**config.mk**
```make
export PLATFORM = sky130hd
export DESIGN_NAME = mult_final_cpa
export DESIGN_NICKNAME = d
export VERILOG_FILES = /design/src/rtl/mult_pkg.sv /design/src/rtl/cpa_slice.sv /design/src/rtl/mult_final_cpa.sv
export SDC_FILE = /design/constraint.sdc
export NUM_CORES = 1
export LEC_CHECK = 0
export ABC_CLOCK_PERIOD_IN_PS = 4000
export BUFFER_PORTS_ARGS = -buffer_cell sky130_fd_sc_hd__buf_4
export CORE_MARGIN = 4
export CORE_UTILIZATION = 50
export CTS_BUF_LIST = sky130_fd_sc_hd__clkbuf_4 sky130_fd_sc_hd__clkbuf_8 sky130_fd_sc_hd__clkbuf_16
export DETAILED_ROUTE_END_ITERATION = 10
export GPL_ROUTABILITY_DRIVEN = 1
export GPL_TIMING_DRIVEN = 0
export PLACE_DENSITY_LB_ADDON = 0.3
export SLEW_MARGIN = 40
export SYNTH_ARGS = -nofsm -noshare
export SYNTH_HDL_FRONTEND = slang
export SYNTH_SLANG_ARGS = --single-unit
```
**constraint.sdc**
```tcl
create_clock -name clk -period 4 [get_ports clk]
set_input_delay 0.4 -clock clk [delete_from_list [all_inputs] [get_ports clk]]
set_output_delay 0.4 -clock clk [all_outputs]
set_load 0.05 [all_outputs]
```
**src/rtl/mult_pkg.sv**
```systemverilog
// Shared widths, the stage-1 register layout and the sticky reduction helper
// for the multiplier's final carry-propagate adder.
package mult_pkg;

    localparam int MULT_W     = 64;
    localparam int MULT_SPLIT = 32;
    localparam int MULT_HI_W  = MULT_W - MULT_SPLIT;

    typedef struct packed {
        logic [MULT_SPLIT-1:0] lo;
        logic                  c1;
        logic [MULT_HI_W-1:0]  hi_s;
        logic [MULT_HI_W-1:0]  hi_c;
    } cpa_s1_t;

    // OR of the n least significant bits of the low partial sum
    function automatic logic sticky_or(input logic [MULT_SPLIT-1:0] lo, input int unsigned n);
        logic acc;
        acc = 1'b0;
        for (int unsigned i = 0; i < MULT_SPLIT; i++) begin
            if (i < n) begin
                acc = acc | lo[i];
            end else begin
                acc = acc;
            end
        end
        return acc;
    endfunction

endpackage

```
**src/rtl/cpa_slice.sv**
```systemverilog
// Combinational N-bit adder slice with carry in and carry out.
module cpa_slice #(
    parameter int N = 32
) (
    input  logic [N-1:0] a,
    input  logic [N-1:0] b,
    input  logic         cin,
    output logic [N-1:0] sum,
    output logic         cout
);

    assign {cout, sum} = {1'b0, a} + {1'b0, b} + {{N{1'b0}}, cin};

endmodule

```
**src/rtl/mult_final_cpa.sv**
```systemverilog
// Two-stage pipelined final CPA resolving sum/carry vectors into a binary product.
// Optional sticky output is built only when MULT_CPA_STICKY_EN is defined.
module mult_final_cpa
    import mult_pkg::*;
#(
    parameter int W        = MULT_W,
    parameter int SPLIT    = MULT_SPLIT,
    parameter int STICKY_W = 16
) (
    input  logic         clk,
    input  logic         rst,
    input  logic         in_valid,
    output logic         in_ready,
    input  logic [W-1:0] in_sum,
    input  logic [W-1:0] in_carry,
    output logic         out_valid,
    input  logic         out_ready,
    output logic [W-1:0] out_prod,
    output logic         out_sticky
);

    logic             s1_valid_q, s1_valid_d;
    logic             out_valid_q, out_valid_d;
    cpa_s1_t          s1_q, s1_d;
    logic [W-1:0]     prod_q, prod_d;
    logic             s2_adv_s;
    logic             in_accept_s;
    logic [SPLIT-1:0] lo_sum_s;
    logic             lo_cout_s;
    logic [W-SPLIT-1:0] hi_sum_s;
    logic             hi_cout_unused_s;

    cpa_slice #(.N(SPLIT)) u_lo_slice (
        .a    (in_sum[SPLIT-1:0]),
        .b    (in_carry[SPLIT-1:0]),
        .cin  (1'b0),
        .sum  (lo_sum_s),
        .cout (lo_cout_s)
    );

    // Carry out of the top bit is the dropped 2^W term
    cpa_slice #(.N(W - SPLIT)) u_hi_slice (
        .a    (s1_q.hi_s),
        .b    (s1_q.hi_c),
        .cin  (s1_q.c1),
        .sum  (hi_sum_s),
        .cout (hi_cout_unused_s)
    );

    assign s2_adv_s    = s1_valid_q && (!out_valid_q || out_ready);
    assign in_ready    = !s1_valid_q || s2_adv_s;
    assign in_accept_s = in_valid && in_ready;

    // Valid-flag next state and stage data next values
    always_comb begin
        s1_valid_d  = s1_valid_q;
        out_valid_d = out_valid_q;
        if (in_accept_s) begin
            s1_valid_d = 1'b1;
        end else if (s2_adv_s) begin
            s1_valid_d = 1'b0;
        end else begin
            s1_valid_d = s1_valid_q;
        end
        if (s2_adv_s) begin
            out_valid_d = 1'b1;
        end else if (out_ready) begin
            out_valid_d = 1'b0;
        end else begin
            out_valid_d = out_valid_q;
        end
        s1_d.lo   = lo_sum_s;
        s1_d.c1   = lo_cout_s;
        s1_d.hi_s = in_sum[W-1:SPLIT];
        s1_d.hi_c = in_carry[W-1:SPLIT];
        prod_d    = {hi_sum_s, s1_q.lo};
    end

    // Pipeline registers; data loads only on its own enable
    always_ff @(posedge clk) begin
        if (rst) begin
            s1_valid_q  <= 1'b0;
            out_valid_q <= 1'b0;
            s1_q        <= '0;
            prod_q      <= '0;
        end else begin
            s1_valid_q  <= s1_valid_d;
            out_valid_q <= out_valid_d;
            if (in_accept_s) begin
                s1_q <= s1_d;
            end
            if (s2_adv_s) begin
                prod_q <= prod_d;
            end
        end
    end

    assign out_valid = out_valid_q;
    assign out_prod  = prod_q;

`ifdef MULT_CPA_STICKY_EN
    logic sticky_q;

    // Sticky bit travels with the product into stage 2
    always_ff @(posedge clk) begin
        if (rst) begin
            sticky_q <= 1'b0;
        end else if (s2_adv_s) begin
            sticky_q <= sticky_or(s1_q.lo, STICKY_W);
        end
    end

    assign out_sticky = sticky_q;
`else
    localparam int STICKY_W_UNUSED = STICKY_W;
    assign out_sticky = 1'b0;
`endif

endmodule

```
==> metrics.md <==
| Metric | Value |
|---|---|
| Cell area after layout | `11300 um2` |
| Pwr dens | `405 nW/um2` |
| Initial core utilization | `0.511` |
| EDFF count, synth | `0` |
| Max-slew headroom at the worst pin | `0.512` |
| Critical Path RT | `4.32 ns` |
| First-pass GRT wire length | `41000 um` |
| Core Box Area | `17300 um2` |
| CTS Root Cell | `clkbuf_16` |
| Area growth syn-to-layout | `27.4%` |
| Max-Cap Viols | `0` |
| Clock latency on the worst-skew pair | `0.43 ns` |
| Flop and latch count out of synthesis | `163` |
| DRC Markers | `0` |
| Setup ws final | `0.619 ns` |
| Post-synth cell types | `65` |
| CTS H-tree depth | `4` |
| Vias/cell | `5.52` |
| CP arrival | `3.70 ns` |
| RD Place Congestion | `0.900` |
| Slowest cell on the critical path | `fa_1` |
| Share of cells above drive strength 1 | `0.182` |
| Worst-Margin Slew | `0.732 ns` |
| Worst Setup End Kind | `register` |
| Clk_skew | `0.00927 ns` |
| Max-slew violations | `0` |
| Final antenna-violating net count | `0` |
| WL/cell | `15.9 um` |
| CTS Sinks | `163` |
| Final period util | `0.845` |
| Initial antenna violation count | `0` |
| Period minus WS final | `3.38 ns` |
| Hold Violations, Final | `0` |
| CP Buf/Inv Count | `0` |
| Worst Hold Class | `in2reg` |
| DP Wirelength | `19500 um` |
| Count leader, synth | `nand2_1` |
| Synth Cell Area | `8840 um2` |
| Sequential-to-total area share from yosys stat | `0.369` |
| Critical Path Start Type | `register` |
| Fin nets | `1557` |
| Die area | `19900 um2` |
| Prevailing post-synth register cell | `dfxtp_1` |
| CTS buffer count | `17` |
| CP max FO | `3` |
| Top cells by count, synth | `nand2_1, a21oi_1, dfxtp_1, ha_1, clkbuf_1` |
| Ys async rst share | `0` |
| Top-area cell type share of the netlist area | `0.369` |
| Post-CTS setup buffer count | `0` |
| Post-Syn Instances | `1144` |
| Remaining Overflow, GRT | `0` |
| Clock Path Buffers | `2` |
| VDD IR-drop max | `0.000454 V` |
| Main area contributors after synthesis | `dfxtp_1, nand2_1, a21oi_1` |
| Yosys top cell by area | `dfxtp_1` |
| Die extent in x | `141 um` |
| CP top delay family | `compound AO/OA/AOI/OAI gates` |
| Post-DP Area | `10600 um2` |
| Post-Route Setup TNS | `0 ns` |
| Largest net degree at the start of global routing | `17` |
| DRT Pass-1 Iters | `5` |
| Drt total wl | `25400 um` |
| Overall die height | `141 um` |
| Tot GR Track Use | `0.253` |
| Hold-fix buffers, CTS | `0` |
| CP max stage delay | `0.47 ns` |
| Pre-CTS WS | `0.559 ns` |
| Antenna Cells | `0` |
| Syn_area_per_cell | `7.72 um2` |
| Clock-pin slew on the worst setup and hold paths | `0.06 ns` |
| Yosys warns | `0` |
| LEAKAGE | `5.00 nW` |
| RSZ-0062 raised after global routing | `no` |
| Outcome | `finished, final reports clean` |
| Most frequent cell on the critical path | `fa_1` |
| Iter 0 DRT Violations | `552` |
| Final setup vio count | `0` |
| Post-cts resize count | `0` |
| Maximum clock frequency | `0.296 GHz` |
| Crit path cell chain | `fa_1 -> fa_1 -> a21o_1 -> a21oi_2 -> o31a_1 -> a311o_1 -> nand2_1 -> a31oi_1 -> nor3_1 -> or3_1 -> a32o_1` |
| CP Class | `reg2reg` |
| Num rows | `48` |
| I/O pin total | `199` |
| Number of global-route vias before repair | `8383` |
| Via count | `8812` |
| # port buffers | `197` |
| CTS tree | `built` |
| Synthesized Nets | `1341` |
==> area by class of cell <==
class                           instances  area (um2)
Inverter                               16        60.1
Multi-Input combinational cell        898        5250
Clock inverter                         11         208
Clock buffer                           20         454
Fill cell                            1575        6040
Sequential cell                       163        3260
Tap cell                              225         282
Timing Repair Buffer                  197        1480
Buffer                                 67         267
==> metrics by stage <==
stage	std cells	hold WS (ns)	power [mW]	utilization
6_report	1597	0.205	4.55	0.651
3_5_place_dp	1566	0.440	2.74	0.613
5_1_grt	1597	0.212	4.75	0.651
2_1_floorplan	1144	0.425	2.43	-
3_3_place_gp	1566	0.437	2.72	0.613
4_1_cts	1597	0.189	4.56	0.651
==> power breakdown <==
| group | internal [mW] | switching, mW |
|---|---|---|
| clock | 1.19 | 0.645 |
| combinational | 0.376 | 0.559 |
| sequential | 1.72 | 0.0592 |
| total | 3.29 | 1.26 |
==> metal layers <==
layer,track usage,up-vias,part of all wire
met5,0,-,0
met4,0.0597,0,0.016
li1,-,4402,-
met3,0.0485,33,0.062
met2,0.426,265,0.48
met1,0.338,4112,0.45
==> sequential cells by signal, indices dropped and copies added (netlist names) <==
register	flops
s1_q	65
out_prod	64
prod_d	32
out_valid	1
s1_valid_q	1
==> worst reg2reg max path, stage by stage (launching register included) <==
cell,delay [ns]
dfxtp_1,0.33
fa_1,0.47
fa_1,0.43
a21o_1,0.21
a21oi_2,0.20
o31a_1,0.22
a311o_1,0.21
nand2_1,0.12
a31oi_1,0.36
nor3_1,0.13
or3_1,0.36
a32o_1,0.24
==> cell usage in the layout (no fill, tap or decap), types with 7 or more instances in the layout <==
cell | netlist | layout
a211oi_1 | 12 | 12
xnor2_1 | 29 | 29
nand4_1 | 8 | 8
inv_1 | 16 | 16
a21oi_1 | 189 | 189
and3_1 | 11 | 11
buf_4 | 1 | 198
clkbuf_1 | 55 | 55
o21bai_1 | 7 | 7
nor2b_1 | 8 | 8
clkbuf_16 | 0 | 17
buf_1 | 7 | 7
a21o_1 | 37 | 37
dfxtp_1 | 163 | 163
nor2_1 | 49 | 49
nor3_1 | 12 | 12
o21ai_0 | 25 | 25
nand2_1 | 312 | 312
or3_1 | 7 | 7
o31ai_1 | 7 | 7
nand3_1 | 12 | 12
ha_1 | 62 | 62
xor2_1 | 16 | 16
==> cells by family after synthesis <==
kind of cell               after synthesis  share of synthesized area
and+or+nand+nor                        446                      0.213
AOI/OAI and AO/OA                      337                      0.237
DFF                                    163                      0.369
buffers and inverters                   83                     0.0370
adders and majority gates               65                     0.0946
xor gates and xnor gates                45                     0.0446
muxes                                    4                    0.00453
other                                    1                   0.000424
==> worst paths after layout <==
| kind | startpoint | end | slack (ns) | cells after the start |
|---|---|---|---|---|
| worst max-delay path | s1_q[0] | out_prod[62] | 0.62 | 11 |
| worst min-delay path | in_valid | s1_valid_q | 0.21 | 3 |
| worst max register to register | s1_q[0] | out_prod[62] | 0.62 | 11 |
| worst min register to register | prod_d[19] | out_prod[19] | 0.45 | 2 |
(Power assumes the default switching activity.)
